[config.mk]
export PLATFORM = sky130hd
export DESIGN_NAME = button_conditioner_flat
export DESIGN_NICKNAME = d
export VERILOG_FILES = /design/src/rtl/button_conditioner_if.sv /design/src/rtl/button_conditioner.sv /design/src/flat_wrapper.sv
export SDC_FILE = /design/constraint.sdc
export NUM_CORES = 1
export LEC_CHECK = 0
export CORE_AREA = 2 2 92 67
export DETAILED_ROUTE_END_ITERATION = 8
export DIE_AREA = 0 0 94 69
export PLACE_DENSITY_LB_ADDON = 0.1
export SLEW_MARGIN = 20
export SYNTH_ARGS = -nofsm -noshare
export SYNTH_HDL_FRONTEND = slang
export SYNTH_SLANG_ARGS = --single-unit
[constraint.sdc]
create_clock -name Clk -period 6.1 [get_ports Clk]
set_input_delay 1.22 -clock Clk [delete_from_list [all_inputs] [get_ports Clk]]
set_output_delay 1.22 -clock Clk [all_outputs]
set_load 0.01 [all_outputs]
[src/rtl/button_conditioner_if.sv]
// Button conditioner signal bundle: raw button inputs towards the
// conditioner and the conditioned level/pulse/toggle outputs back out.
interface button_conditioner_if #(
    parameter int WIDTH = 2
);
    logic [WIDTH-1:0] BtnIn;
    logic [WIDTH-1:0] Level;
    logic [WIDTH-1:0] Rise;
    logic [WIDTH-1:0] Fall;
    logic [WIDTH-1:0] Toggle;

    // Board/producer side: drives the raw buttons, observes the results
    modport master (
        output BtnIn,
        input  Level,
        input  Rise,
        input  Fall,
        input  Toggle
    );

    // Conditioner side
    modport slave (
        input  BtnIn,
        output Level,
        output Rise,
        output Fall,
        output Toggle
    );
endinterface

[src/rtl/button_conditioner.sv]
// Per-channel button conditioner: 2-flop synchronizer, debounce FSM,
// registered one-cycle Rise/Fall pulses and a press-toggled level.
module button_conditioner #(
    parameter int WIDTH     = 2,
    parameter int DB_CYCLES = 500000,
    parameter int CNT_W     = 20
) (
    input  logic                 Clk,
    input  logic                 Rst,
    button_conditioner_if.slave  bus
);

    localparam logic [1:0] IDLE_LO = 2'd0;
    localparam logic [1:0] WAIT_HI = 2'd1;
    localparam logic [1:0] IDLE_HI = 2'd2;
    localparam logic [1:0] WAIT_LO = 2'd3;

    localparam logic [CNT_W-1:0] CNT_MAX = CNT_W'(DB_CYCLES - 1);

    logic [WIDTH-1:0] level_vec;
    logic [WIDTH-1:0] rise_vec;
    logic [WIDTH-1:0] fall_vec;
    logic [WIDTH-1:0] toggle_vec;

    for (genvar g = 0; g < WIDTH; g++) begin : g_ch
        logic             s1_q, s2_q;
        logic [1:0]       state_q, state_d;
        logic [CNT_W-1:0] cnt_q, cnt_d;
        logic             level_q, level_d;
        logic             rise_q, rise_d;
        logic             fall_q, fall_d;
        logic             toggle_q, toggle_d;

        // Bring the asynchronous button into the Clk domain
        always_ff @(posedge Clk or posedge Rst) begin
            if (Rst) begin
                s1_q <= 1'b0;
                s2_q <= 1'b0;
            end else begin
                s1_q <= bus.BtnIn[g];
                s2_q <= s1_q;
            end
        end

        // Debounce decision: a level is accepted only after DB_CYCLES stable samples
        always_comb begin
            state_d  = state_q;
            cnt_d    = cnt_q;
            level_d  = level_q;
            rise_d   = 1'b0;
            fall_d   = 1'b0;
            toggle_d = toggle_q;
            case (state_q)
                IDLE_LO: begin
                    if (s2_q) begin
                        state_d = WAIT_HI;
                        cnt_d   = '0;
                    end
                end
                WAIT_HI: begin
                    if (!s2_q) begin
                        state_d = IDLE_LO;
                        cnt_d   = '0;
                    end else if (cnt_q == CNT_MAX) begin
                        state_d  = IDLE_HI;
                        cnt_d    = '0;
                        level_d  = 1'b1;
                        rise_d   = 1'b1;
                        toggle_d = ~toggle_q;
                    end else begin
                        cnt_d = cnt_q + 1'b1;
                    end
                end
                IDLE_HI: begin
                    if (!s2_q) begin
                        state_d = WAIT_LO;
                        cnt_d   = '0;
                    end
                end
                WAIT_LO: begin
                    if (s2_q) begin
                        state_d = IDLE_HI;
                        cnt_d   = '0;
                    end else if (cnt_q == CNT_MAX) begin
                        state_d = IDLE_LO;
                        cnt_d   = '0;
                        level_d = 1'b0;
                        fall_d  = 1'b1;
                    end else begin
                        cnt_d = cnt_q + 1'b1;
                    end
                end
                default: begin
                    state_d = IDLE_LO;
                    cnt_d   = '0;
                end
            endcase
        end

        // FSM, counter and registered outputs
        always_ff @(posedge Clk or posedge Rst) begin
            if (Rst) begin
                state_q  <= IDLE_LO;
                cnt_q    <= '0;
                level_q  <= 1'b0;
                rise_q   <= 1'b0;
                fall_q   <= 1'b0;
                toggle_q <= 1'b0;
            end else begin
                state_q  <= state_d;
                cnt_q    <= cnt_d;
                level_q  <= level_d;
                rise_q   <= rise_d;
                fall_q   <= fall_d;
                toggle_q <= toggle_d;
            end
        end

        assign level_vec[g]  = level_q;
        assign rise_vec[g]   = rise_q;
        assign fall_vec[g]   = fall_q;
        assign toggle_vec[g] = toggle_q;
    end

    assign bus.Level  = level_vec;
    assign bus.Rise   = rise_vec;
    assign bus.Fall   = fall_vec;
    assign bus.Toggle = toggle_vec;

endmodule

[src/flat_wrapper.sv]
// flat-port wrapper written by rule: the top's interface ports become plain ports
module button_conditioner_flat 
#(
    parameter int WIDTH     = 2,
    parameter int DB_CYCLES = 500000,
    parameter int CNT_W     = 20
)
  (Clk, Rst, bus_BtnIn, bus_Level, bus_Rise, bus_Fall, bus_Toggle);
  button_conditioner_if #(.WIDTH(WIDTH)) bus_i ();
  input  logic Clk;
  input  logic Rst;
  input wire logic [$bits(bus_i.BtnIn)-1:0] bus_BtnIn;
  output wire logic [$bits(bus_i.Level)-1:0] bus_Level;
  output wire logic [$bits(bus_i.Rise)-1:0] bus_Rise;
  output wire logic [$bits(bus_i.Fall)-1:0] bus_Fall;
  output wire logic [$bits(bus_i.Toggle)-1:0] bus_Toggle;
  assign bus_i.BtnIn = bus_BtnIn;
  assign bus_Level = bus_i.Level;
  assign bus_Rise = bus_i.Rise;
  assign bus_Fall = bus_i.Fall;
  assign bus_Toggle = bus_i.Toggle;
  button_conditioner #(.WIDTH(WIDTH), .DB_CYCLES(DB_CYCLES), .CNT_W(CNT_W)) u_core (.Clk(Clk), .Rst(Rst), .bus(bus_i));
endmodule
==> results.json <==
{
  "gr-total-overflow": 0,
  "grt_first_pass_wirelength_mm": 9.85,
  "wl_per_cell_um": 15.5,
  "initial_core_util": 0.536,
  "vias_per_cell": 5.92,
  "coreArea_sq_mm": 0.00561,
  "use_met3": 0.0503,
  "dominantRegCellSynth": "dfrtp_1",
  "top_usage_layer": "met1",
  "synth_edf_count": 0,
  "synth.distinct_cells": 54,
  "htree_levels": 2,
  "synth_area_leaders": "dfrtp_1 (47%), nand2_1 (5.5%), o21ai_0 (3.7%)",
  "reg2reg_from": "u_core.g_ch[1].cnt_q[0]",
  "final_area_sq_mm": 0.00320,
  "dp_hpwl_mm": 4.15,
  "n_antenna_cell": 0,
  "synth_nets": 323,
  "drtAntennaViolNets": 0,
  "fmax_mhz": 410,
  "crit_path_max_incr_delay_ps": 540,
  "skew_ps": 5.05,
  "grt_usage": 0.190,
  "grt_use_met2": 0.240,
  "drc": 0,
  "cts_made_buffers": 5,
  "start_kind": "flop",
  "vias": 2314,
  "drt_iter0_drc": 168,
  "rsz0062_at_grt": "false",
  "place_area_sq_mm": 0.00309,
  "post_cts_resized": 0,
  "min_path_type": "reg -> reg",
  "hold_viol_final": 0,
  "holdBufCountCts": 0,
  "powerDensity_mw_per_mm2": 303,
  "use_met1": 0.320,
  "place_congestion": 0.809,
  "dr.pass1.iters": 4,
  "yosys.area.top_type": "dfrtp_1",
  "ios": 12,
  "synth.avg_cell_area_sq_um": 9.49,
  "cpLargestDelayFamily": "buffers and inverters",
  "grt_max_degree": 57,
  "clock_latency_ps": 300,
  "synth.yosys.seq_area_share": 0.466,
  "clk_path_buf_depth": 2,
  "cp.arrival_ps": 1220,
  "slew_headroom": 0.304,
  "syn_inst": 317,
  "syn_to_final_growth_pct": 6.45,
  "peakVddDrop_mv": 0.119,
  "tritoncts": "yes",
  "slew_viol_final": 0,
  "total_leakage_power_nw": 1.36,
  "die_h_um": 69,
  "clockRootBuffer": "clkbuf_8",
  "min_from": "u_core.g_ch[0].s1_q",
  "antenna_found_initial": 0,
  "crit_buf_inv": 1,
  "crit_path_cell_trace": "clkdlybuf4s50_1",
  "dieArea_sq_mm": 0.00649,
  "cp_max_fo": 3,
  "row_count": 23,
  "totalWireLength_mm": 6.05,
  "status": "finished clean",
  "dieWidth_um": 94,
  "fin_tns_setup_ps": 0,
  "cts.sinks": 56,
  "synth-seq-cells": 56,
  "clkTransAtPathRegs_ps": 100,
  "slowest_stage": "clkdlybuf4s50_1",
  "yosysWarnings": 0,
  "required_ps": 4880,
  "io_buffers": 11,
  "period_share": 0.400,
  "synth_top_area_frac": 0.466,
  "grt_pass1_vias": 1950,
  "setup.worst_path.class": "reg -> out",
  "setup_violations": 0,
  "netlist_area_sq_mm": 0.00301,
  "min_period_ps": 2440,
  "synthArstFlopShare": 1.00,
  "cts_setup_buffers": 0,
  "drive_gt1_frac": 0.0759,
  "worst_slew_pin_slew_ps": 1040,
  "critPathLaunch": "u_core.g_ch[1].level_q",
  "num-nets-final": 321,
  "end_kind": "output port",
  "drv_cap": 0
}
-- cells in the mapped netlist, types with 2 or more instances --
cell type and n:
dfrtp_1 56, nand2_1 44, o21ai_0 22, nand3_1 19, a21oi_1 14, buf_4 11, inv_1 11, nor2_1 11
and4_1 10, nand4_1 10, xor2_1 9, a21o_1 8, a31oi_1 8, clkbuf_1 7, and3_1 6, nor3_1 5
or3_1 5, a22o_1 4, buf_2 4, mux2i_1 4, and2_1 3, nand2b_1 3, o22ai_1 3, or4_1 3
a41oi_1 2, ha_1 2, mux2_2 2, nor3b_1 2, nor4_1 2, nor4b_1 2, o311ai_0 2
-- final cells by class --
type                       count  area (sq um)
tap                           75          93.8
inverter                      11          41.3
sequential                    56          1400
multi-input combinational    227          1430
clock inverter                 2          35.0
clock buffer                   6          72.6
fill                         501          2410
timing repair buffer          14           133
-- worst paths after layout --
path,endpoint,slack (ps),cells after the start
min,u_core.g_ch[0].s2_q,360,0
min reg2reg,u_core.g_ch[0].s2_q,360,0
max reg2reg,u_core.g_ch[1].cnt_q[14],3870,6
max in group asynchronous,u_core.g_ch[0].cnt_q[8],4200,3
max,bus_Level[1],3660,1
min in group asynchronous,u_core.g_ch[0].toggle_q,1440,3
-- routing by layer --
| metal | wire [um] | up-vias |
|---|---|---|
| met1 | 3290 | 1124 |
| met4 | 21 | 0 |
| met2 | 2430 | 47 |
| met5 | 0 | - |
| li1 | - | 1141 |
| met3 | 312 | 2 |
-- report_power, final --
part	internal (mW)	total, mW	switching (mW)
combinational	0.100	0.295	0.195
clock	0.122	0.237	0.115
sequential	0.398	0.440	0.0412
-- state kept, by name (all words and copies together), names as in the netlist, named ones only --
register,count
u_core.g_ch.cnt_q,40
u_core.g_ch.fall_q,2
u_core.g_ch.level_q,2
u_core.g_ch.rise_q,2
u_core.g_ch.s1_q,2
u_core.g_ch.s2_q,2
u_core.g_ch.state_q,2
u_core.g_ch.toggle_q,2
-- cells by family after synthesis --
family                     count (synthesis)  synth area share
AOI/OAI and AO/OA                         74             0.159
xor gates and xnor gates                  10            0.0291
adders and majority gates                  2           0.00832
buffers and inverters                     34            0.0603
DFF                                       56             0.466
muxes                                      6            0.0208
and+or+nand+nor                          135             0.257
-- cell usage in the layout, fill, tap and decap left out, drive strengths merged, types with 3 or more instances in the layout --
cell / synthesis / routed
dfrtp: 56 / 56
nand2: 45 / 45
nand2b: 3 / 3
o22ai: 3 / 3
nand3: 19 / 19
and3: 6 / 6
o21ai: 22 / 22
clkdlybuf4s50: 0 / 11
nor3: 7 / 7
xor2: 9 / 9
nor2: 11 / 11
nor4b: 3 / 3
a21oi: 15 / 15
nand4: 11 / 11
and4: 11 / 11
a31oi: 8 / 8
clkbuf: 7 / 6
mux2i: 4 / 4
inv: 11 / 11
or4: 4 / 4
a22o: 4 / 4
or3: 5 / 5
and2: 3 / 3
buf: 16 / 3
a21o: 8 / 8
-- stage by stage --
step	utilization	hold slack [ps]	setup WS (ps)	power [mW]	cells
6_report	0.571	358	3660	0.971	391
3_5_place_dp	0.551	348	3800	0.740	383
2_1_floorplan	-	331	3510	0.675	317
3_3_place_gp	0.551	337	3820	0.736	383
5_1_grt	0.571	371	3600	1.04	391
4_1_cts	0.571	361	3640	0.980	391
(Power assumes the default switching activity.)
